==> config.mk <==
export PLATFORM = sky130hd
export DESIGN_NAME = psc_tx_frame_scheduler_flat
export DESIGN_NICKNAME = d
export VERILOG_FILES = /design/src/rtl/psc_tx_frame_scheduler_if.sv /design/src/rtl/psc_tx_frame_scheduler.sv /design/src/flat_wrapper.sv
export SDC_FILE = /design/constraint.sdc
export NUM_CORES = 1
export LEC_CHECK = 0
export BUFFER_PORTS_ARGS = -buffer_cell sky130_fd_sc_hd__buf_2
export CORE_ASPECT_RATIO = 1.5
export CORE_MARGIN = 2
export CORE_UTILIZATION = 55
export DETAILED_ROUTE_END_ITERATION = 8
export PLACE_DENSITY = 0.77
export RECOVER_POWER = 25
export REMOVE_ABC_BUFFERS = 1
export SLEW_MARGIN = 20
export SYNTH_ARGS = -nofsm -noshare
export SYNTH_HDL_FRONTEND = slang
export SYNTH_SLANG_ARGS = --single-unit
export TNS_END_PERCENT = 10
==> constraint.sdc <==
create_clock -name clk -period 5.1 [get_ports clk]
set_clock_uncertainty 0.15 [all_clocks]
set_input_delay 0.255 -clock clk [delete_from_list [all_inputs] [get_ports clk]]
set_output_delay 0.255 -clock clk [all_outputs]
set_load 0.01 [all_outputs]
==> src/rtl/psc_tx_frame_scheduler_if.sv <==
// TX byte-stream handshake between the frame scheduler and the UART transmitter.
interface psc_tx_frame_scheduler_if;
  logic [7:0] tx_data;
  logic       tx_valid;
  logic       tx_ready;

  modport master (output tx_data, output tx_valid, input tx_ready);
  modport slave  (input tx_data, input tx_valid, output tx_ready);
endinterface

==> src/rtl/psc_tx_frame_scheduler.sv <==
// PSC serial TX frame scheduler: arbitrates trigger / setpoint / readback sources
// and streams fixed 10-byte frames over a valid/ready byte handshake.
// Macro PSC_TX_CRC8_EN: byte 9 is CRC-8 (poly 0x07) over bytes 1..8; otherwise XOR.
//
// state | meaning
// IDLE  | waiting for a source; grants and latches payload
// LOAD  | one cycle to prepare checksum and byte index
// SEND  | presenting frame bytes 0..9 on the handshake
// GAP   | inter-frame quiet time of IDLE_GAP cycles
module psc_tx_frame_scheduler #(
  parameter logic [7:0]  SOF_BYTE = 8'hA5,
  parameter int unsigned IDLE_GAP = 4
) (
  input  logic                            clk,
  input  logic                            reset,
  input  logic                            trigger_pulse,
  input  logic                            sp_req,
  input  logic [31:0]                     sp_data,
  output logic                            sp_ack,
  input  logic                            rb_req,
  input  logic [7:0]                      rb_addr,
  output logic                            rb_ack,
  psc_tx_frame_scheduler_if.master        tx,
  output logic                            busy,
  output logic [1:0]                      frame_type,
  output logic                            trig_dropped
);

  typedef enum logic [1:0] {S_IDLE, S_LOAD, S_SEND, S_GAP} state_t;

  localparam int unsigned GAP_M1   = (IDLE_GAP == 0) ? 0 : IDLE_GAP - 1;
  localparam logic [7:0]  GAP_INIT = GAP_M1[7:0];

  state_t      state_q, state_d;
  logic        trig_pend_q, trig_pend_d;
  logic [15:0] seq_q, seq_d;
  logic        rr_last_q, rr_last_d;
  logic [1:0]  ftype_q, ftype_d;
  logic [31:0] payload_q, payload_d;
  logic [3:0]  byte_idx_q, byte_idx_d;
  logic [7:0]  gap_q, gap_d;
  logic [7:0]  chk;
  logic        grant_trig, grant_sp, grant_rb, both_req;
`ifdef PSC_TX_CRC8_EN
  logic [7:0]  crc_q, crc_d;
  logic [3:0]  crc_cnt_q, crc_cnt_d;

  function automatic logic [7:0] crc8_step(input logic [7:0] crc, input logic [7:0] din);
    logic [7:0] c;
    c = crc ^ din;
    for (int i = 0; i < 8; i++) c = c[7] ? ((c << 1) ^ 8'h07) : (c << 1);
    return c;
  endfunction
`else
  logic [7:0]  chk_q, chk_d;
`endif

  function automatic logic [7:0] frame_byte(input logic [3:0] idx, input logic [1:0] ft,
                                            input logic [31:0] pl, input logic [7:0] ck);
    logic [7:0] b;
    case (idx)
      4'd0:    b = SOF_BYTE;
      4'd1:    b = {6'b0, ft};
      4'd2:    b = pl[31:24];
      4'd3:    b = pl[23:16];
      4'd4:    b = pl[15:8];
      4'd5:    b = pl[7:0];
      4'd9:    b = ck;
      default: b = 8'h00;
    endcase
    return b;
  endfunction

  // Arbitration: pending trigger first, then round-robin between setpoint and readback.
  always_comb begin
    both_req   = sp_req && rb_req;
    grant_trig = (state_q == S_IDLE) && trig_pend_q;
    grant_sp   = (state_q == S_IDLE) && !trig_pend_q && sp_req && (!rb_req || rr_last_q);
    grant_rb   = (state_q == S_IDLE) && !trig_pend_q && rb_req && (!sp_req || !rr_last_q);
  end

  // Next-state and datapath for the frame FSM.
  always_comb begin
    state_d     = state_q;
    seq_d       = seq_q;
    rr_last_d   = rr_last_q;
    ftype_d     = ftype_q;
    payload_d   = payload_q;
    byte_idx_d  = byte_idx_q;
    gap_d       = gap_q;
    trig_pend_d = (trig_pend_q && !grant_trig) || trigger_pulse;
`ifdef PSC_TX_CRC8_EN
    crc_d       = crc_q;
    crc_cnt_d   = crc_cnt_q;
    chk         = crc_q;
`else
    chk_d       = chk_q;
    chk         = chk_q;
`endif

    // seq is bumped while the trigger frame that used it is in LOAD
    if (state_q == S_LOAD && ftype_q == 2'd1) seq_d = seq_q + 16'd1;

    case (state_q)
      S_IDLE: begin
        if (grant_trig || grant_sp || grant_rb) begin
          state_d    = S_LOAD;
          byte_idx_d = 4'd0;
`ifdef PSC_TX_CRC8_EN
          crc_d      = 8'h00;
          crc_cnt_d  = 4'd1;
`endif
        end
        if (grant_trig) begin
          ftype_d   = 2'd1;
          payload_d = {seq_q, 16'h0000};
        end else if (grant_sp) begin
          ftype_d   = 2'd2;
          payload_d = sp_data;
          if (both_req) rr_last_d = 1'b0;
        end else if (grant_rb) begin
          ftype_d   = 2'd3;
          payload_d = {rb_addr, 24'h000000};
          if (both_req) rr_last_d = 1'b1;
        end
      end
      S_LOAD: begin
        byte_idx_d = 4'd0;
`ifndef PSC_TX_CRC8_EN
        chk_d = {6'b0, ftype_q} ^ payload_q[31:24] ^ payload_q[23:16]
              ^ payload_q[15:8] ^ payload_q[7:0];
`endif
        state_d = S_SEND;
      end
      S_SEND: begin
        if (tx.tx_ready) begin
          if (byte_idx_q == 4'd9) begin
            if (IDLE_GAP == 0) begin
              state_d = S_IDLE;
              ftype_d = 2'd0;
            end else begin
              state_d = S_GAP;
              gap_d   = GAP_INIT;
            end
          end else begin
            byte_idx_d = byte_idx_q + 4'd1;
          end
        end
      end
      S_GAP: begin
        if (gap_q == 8'd0) begin
          state_d = S_IDLE;
          ftype_d = 2'd0;
        end else begin
          gap_d = gap_q - 8'd1;
        end
      end
      default: state_d = S_IDLE;
    endcase

`ifdef PSC_TX_CRC8_EN
    // one CRC byte per cycle from LOAD onward; done well before byte 9 is presented
    if ((state_q == S_LOAD || state_q == S_SEND) && crc_cnt_q <= 4'd8) begin
      crc_d     = crc8_step(crc_q, frame_byte(crc_cnt_q, ftype_q, payload_q, 8'h00));
      crc_cnt_d = crc_cnt_q + 4'd1;
    end
`endif
  end

  // State and datapath registers; reset aborts any frame in flight.
  always_ff @(posedge clk or negedge reset) begin
    if (!reset) begin
      state_q     <= S_IDLE;
      trig_pend_q <= 1'b0;
      seq_q       <= 16'h0000;
      rr_last_q   <= 1'b1;
      ftype_q     <= 2'd0;
      payload_q   <= 32'h0;
      byte_idx_q  <= 4'd0;
      gap_q       <= 8'd0;
`ifdef PSC_TX_CRC8_EN
      crc_q       <= 8'h00;
      crc_cnt_q   <= 4'd0;
`else
      chk_q       <= 8'h00;
`endif
    end else begin
      state_q     <= state_d;
      trig_pend_q <= trig_pend_d;
      seq_q       <= seq_d;
      rr_last_q   <= rr_last_d;
      ftype_q     <= ftype_d;
      payload_q   <= payload_d;
      byte_idx_q  <= byte_idx_d;
      gap_q       <= gap_d;
`ifdef PSC_TX_CRC8_EN
      crc_q       <= crc_d;
      crc_cnt_q   <= crc_cnt_d;
`else
      chk_q       <= chk_d;
`endif
    end
  end

  // Output decode; tx_data is a pure function of byte_idx so it holds under backpressure.
  always_comb begin
    tx.tx_valid  = (state_q == S_SEND);
    tx.tx_data   = (state_q == S_SEND) ? frame_byte(byte_idx_q, ftype_q, payload_q, chk) : 8'h00;
    busy         = (state_q != S_IDLE);
    frame_type   = ftype_q;
    sp_ack       = grant_sp;
    rb_ack       = grant_rb;
    trig_dropped = trigger_pulse && trig_pend_q && !grant_trig;
  end

endmodule

==> src/flat_wrapper.sv <==
// flat-port wrapper written by rule: the top's interface ports become plain ports
module psc_tx_frame_scheduler_flat 
#(
  parameter logic [7:0]  SOF_BYTE = 8'hA5,
  parameter int unsigned IDLE_GAP = 4
)
  (clk, reset, trigger_pulse, sp_req, sp_data, sp_ack, rb_req, rb_addr, rb_ack, busy, frame_type, trig_dropped, tx_tx_data, tx_tx_valid, tx_tx_ready);
  psc_tx_frame_scheduler_if tx_i ();
  input  logic clk;
  input  logic reset;
  input  logic trigger_pulse;
  input  logic sp_req;
  input  logic [31:0] sp_data;
  output logic sp_ack;
  input  logic rb_req;
  input  logic [7:0] rb_addr;
  output logic rb_ack;
  output logic busy;
  output logic [1:0] frame_type;
  output logic trig_dropped;
  output wire logic [$bits(tx_i.tx_data)-1:0] tx_tx_data;
  output wire logic [$bits(tx_i.tx_valid)-1:0] tx_tx_valid;
  input wire logic [$bits(tx_i.tx_ready)-1:0] tx_tx_ready;
  assign tx_tx_data = tx_i.tx_data;
  assign tx_tx_valid = tx_i.tx_valid;
  assign tx_i.tx_ready = tx_tx_ready;
  psc_tx_frame_scheduler #(.SOF_BYTE(SOF_BYTE), .IDLE_GAP(IDLE_GAP)) u_core (.clk(clk), .reset(reset), .trigger_pulse(trigger_pulse), .sp_req(sp_req), .sp_data(sp_data), .sp_ack(sp_ack), .rb_req(rb_req), .rb_addr(rb_addr), .rb_ack(rb_ack), .tx(tx_i), .busy(busy), .frame_type(frame_type), .trig_dropped(trig_dropped));
endmodule
==> flow_summary_export.csv <==
group,metric,value,unit
placement,gp_congestion,0.870,
clock_network,ctsRootBufferMaster,"clkbuf_8",
route,drc_errors,0,
floorplanning,die_area,8160,um2
timing,final.period_utilization,0.667,
timing,finalHoldViolCount,0,
setup_path,critPathMaxStageDelay,0.94,ns
global_route,grt_pass1_vias,3320,
timing,slew_viol_final,75,
setup_path,critical_path.max_fanout,25,
status,violations,"capacitance limit, slew limit",
yosys,synth_edf_count,0,
min_path,hold_depth,3,
finish,stdcell_area,4810,um2
yosys,synth.avg_cell_area,10.0,um2
route,via_per_inst,5.78,
floorplanning,rows,38,
route,drt_pre_antenna_iters,5,
clock_network,cts_sinks,74,
timing,period_needed,3.40,ns
floorplanning,start_util,0.566,
clock_network,clk_path_buf_depth,2,
yosys,synth_cell_types,55,
finish,nets,539,
finish,num-fill-cells,595,
setup_path,cp-end-kind,"output pin",
setup_path,arrival,3.00,ns
yosys,synth_cells,409,
global_route,grt_antenna_before_repair,0,
placement,placed_area,4440,um2
clock_network,h-tree-depth,3,
floorplanning,die_w,74.4,um
clock_network,cts_setup_buffers,0,
setup_path,timing.critical_path.buf_inv,2,
setup_path,r2r_start,"u_core.state_q[0]",
finish,synthToLayoutAreaGrowth,17.5,%
setup_path,rrSetupSlack,2.05,ns
route,wire_per_inst,16.5,um
min_path,holdPathEnd,"u_core.payload_q[30]",
route,drtIter0Drc,298,
power_and_ir_drop,power.density,537,nW/um2
setup_path,timing.rr.end,"u_core.payload_q[2]",
finish,seqCellArea,1850,um2
finish,multi_input_comb_area,2090,um2
timing,setup_viol,0,
status,status,"complete, but fails checks",
finish,drive_above_1_share,0.181,
setup_path,worst_setup_path_start_kind,"register",
setup_path,crit_chain,"inv_1 -> ha_1 -> nor2b_1 -> and3_1 -> buf_2",
timing,worstMarginPinSlew,1.83,ns
clock_network,ctsResizeCount,0,
placement,post-place-ws,2.09,ns
setup_path,cp.required,4.70,ns
timing,hold_ws,0.0287,ns
min_path,hp-class,"in -> reg",
route,vias,3384,
setup_path,reg2reg_depth,6,
power_and_ir_drop,cellLeakagePower,2.07,nW
job,drv_cap,1,
global_route,grtUsageTotal,0.258,
yosys,ys_seq_area_frac,0.453,
setup_path,cp_slowest_cell,"and3_1",
yosys,ys.warnings.count,0,
global_route,grt_pass1_wl,15800,um
placement,dpl.hpwl,6890,um
route,postRouteAntennaNets,0,
timing,setup_tns,0,ns
timing,worst_slack,1.70,ns
clock_network,insertion_delay,0.37,ns
timing,slew_headroom,-0.219,
yosys,ys_ff_latch,74,
setup_path,path_delay_family,"simple AND/OR/NAND/NOR gates",
global_route,overflow,0,
clock_network,cts_tree,"built",
timing,max_freq,294,MHz
clock_network,cts.clk_slew.worst_paths,0.08,ns
setup_path,critPathKind,"reg -> out",
timing,rsz0062_at_grt,"false",
global_route,grt_max_degree,75,
floorplanning,num_io_pins,61,
floorplanning,dieHeight,110,um
clock_network,cts_buffers,9,
yosys,async_reset_ff_frac,1.00,
yosys,ys.flop_type,"dfrtp_1",
finish,antennaDiodeCount,0,
yosys,netlist_area,4090,um2
clock_network,ctsHoldBuffers,18,
placement,portBuffers,60,
power_and_ir_drop,peakVddDrop,0.000264,V
floorplanning,core_area,7230,um2
route,drt-total-wl,9660,um
min_path,hp-start,"sp_data[30]",
[report_power, final]
part	switching, mW	internal (mW)	total (mW)
clock	0.229	0.225	0.453
sequential	0.213	0.784	0.997
combinational	0.618	0.515	1.13
[worst max path at each step]
stage / start / endpoint / slack (ns) / cells past startpoint
5_1_grt: u_core.state_q[0] / sp_ack / 1.54 / 5
6_report: u_core.state_q[0] / sp_ack / 1.70 / 5
2_1_floorplan: u_core.state_q[0] / u_core.payload_q[24] / 2.42 / 6
3_5_place_dp: u_core.state_q[0] / u_core.payload_q[2] / 2.09 / 6
3_3_place_gp: u_core.state_q[0] / u_core.payload_q[8] / 2.23 / 6
4_1_cts: u_core.state_q[0] / sp_ack / 1.71 / 5
[worst register-to-register path: cells and delay by family, from the launching register on]
family / cells / cell delay (ns)
simple gates: 2 / 1.26
fa+ha+maj: 1 / 0.54
buf+inv: 2 / 0.48
compound gates: 1 / 0.16
flops: 1 / 0.41
[stage by stage]
stage	utilization	cells	power, mW
after floorplan	-	388	1.79
after global placement	0.614	552	2.07
after detailed placement	0.614	552	2.13
after CTS	0.666	585	2.60
after global routing	0.665	585	2.78
final	0.665	585	2.58
[registers in the layout (all words and copies together) (netlist names)]
name,count
u_core.byte_idx_q,4
u_core.chk,8
u_core.frame_type,2
u_core.gap_q,8
u_core.payload_q,32
u_core.rr_last_q,1
u_core.seq_q,16
u_core.state_q,2
u_core.trig_pend_q,1
[metal layers]
| metal | vias up | GRT usage | routed length, um |
|---|---|---|---|
| met1 | 1666 | 0.327 | 4130 |
| li1 | 1626 | - | - |
| met2 | 74 | 0.429 | 4990 |
| met4 | 0 | 0.122 | 244 |
| met5 | - | 0 | 0 |
| met3 | 18 | 0.0339 | 287 |
[cell usage in the layout (no fill, tap or decap), drive strengths merged, types with 5 or more instances in the layout]
cell,count
nand2,29
nand4,10
nand2b,5
mux2i,13
and3,6
xnor2,39
dfrtp,73
a22o,16
inv,11
ha,12
o21ai,20
a22oi,22
nor2,28
a21oi,29
buf,61
nand3,15
clkbuf,12
dlygate4sd3,18
nand3b,11
[cells by family (layout without fill, tap and decap cells)]
group	after synthesis	in the layout	share of synthesized area
mux	17	17	0.0428
compound gates	109	109	0.180
buf+inv	31	107	0.0355
flops	74	74	0.453
xor+xnor	42	42	0.0899
simple gates	124	124	0.163
fa+ha+maj	12	12	0.0367
[area by class of cell]
type | instances | area share
Clock buffer | 9 | 0.0258
Clock inverter | 6 | 0.0141
Inverter | 10 | 0.00781
Multi-Input combinational cell | 304 | 0.436
Sequential cell | 74 | 0.385
Tap cell | 100 | 0.0260
Timing Repair Buffer | 82 | 0.105
[cell usage after synthesis (3+ instances only)]
master,count,area (um2)
nor2_1,28,105
ha_1,12,150
xnor2_1,39,342
nand3_1,15,75.1
a31oi_1,4,25.0
dfrtp_1,73,1830
inv_1,9,33.8
mux2i_1,13,130
a21oi_1,29,145
o21ai_0,15,75.1
nand2_1,29,109
nor3_1,3,15.0
a22oi_1,22,165
xor2_1,3,26.3
nand3b_1,11,82.6
a41oi_1,3,26.3
and3_1,6,37.5
nand2b_1,5,31.3
nand4_1,10,62.6
clkbuf_1,10,37.5
buf_2,5,25.0
o21ai_1,5,25.0
a22o_1,16,140
Power figures use the tool's default switching activity.
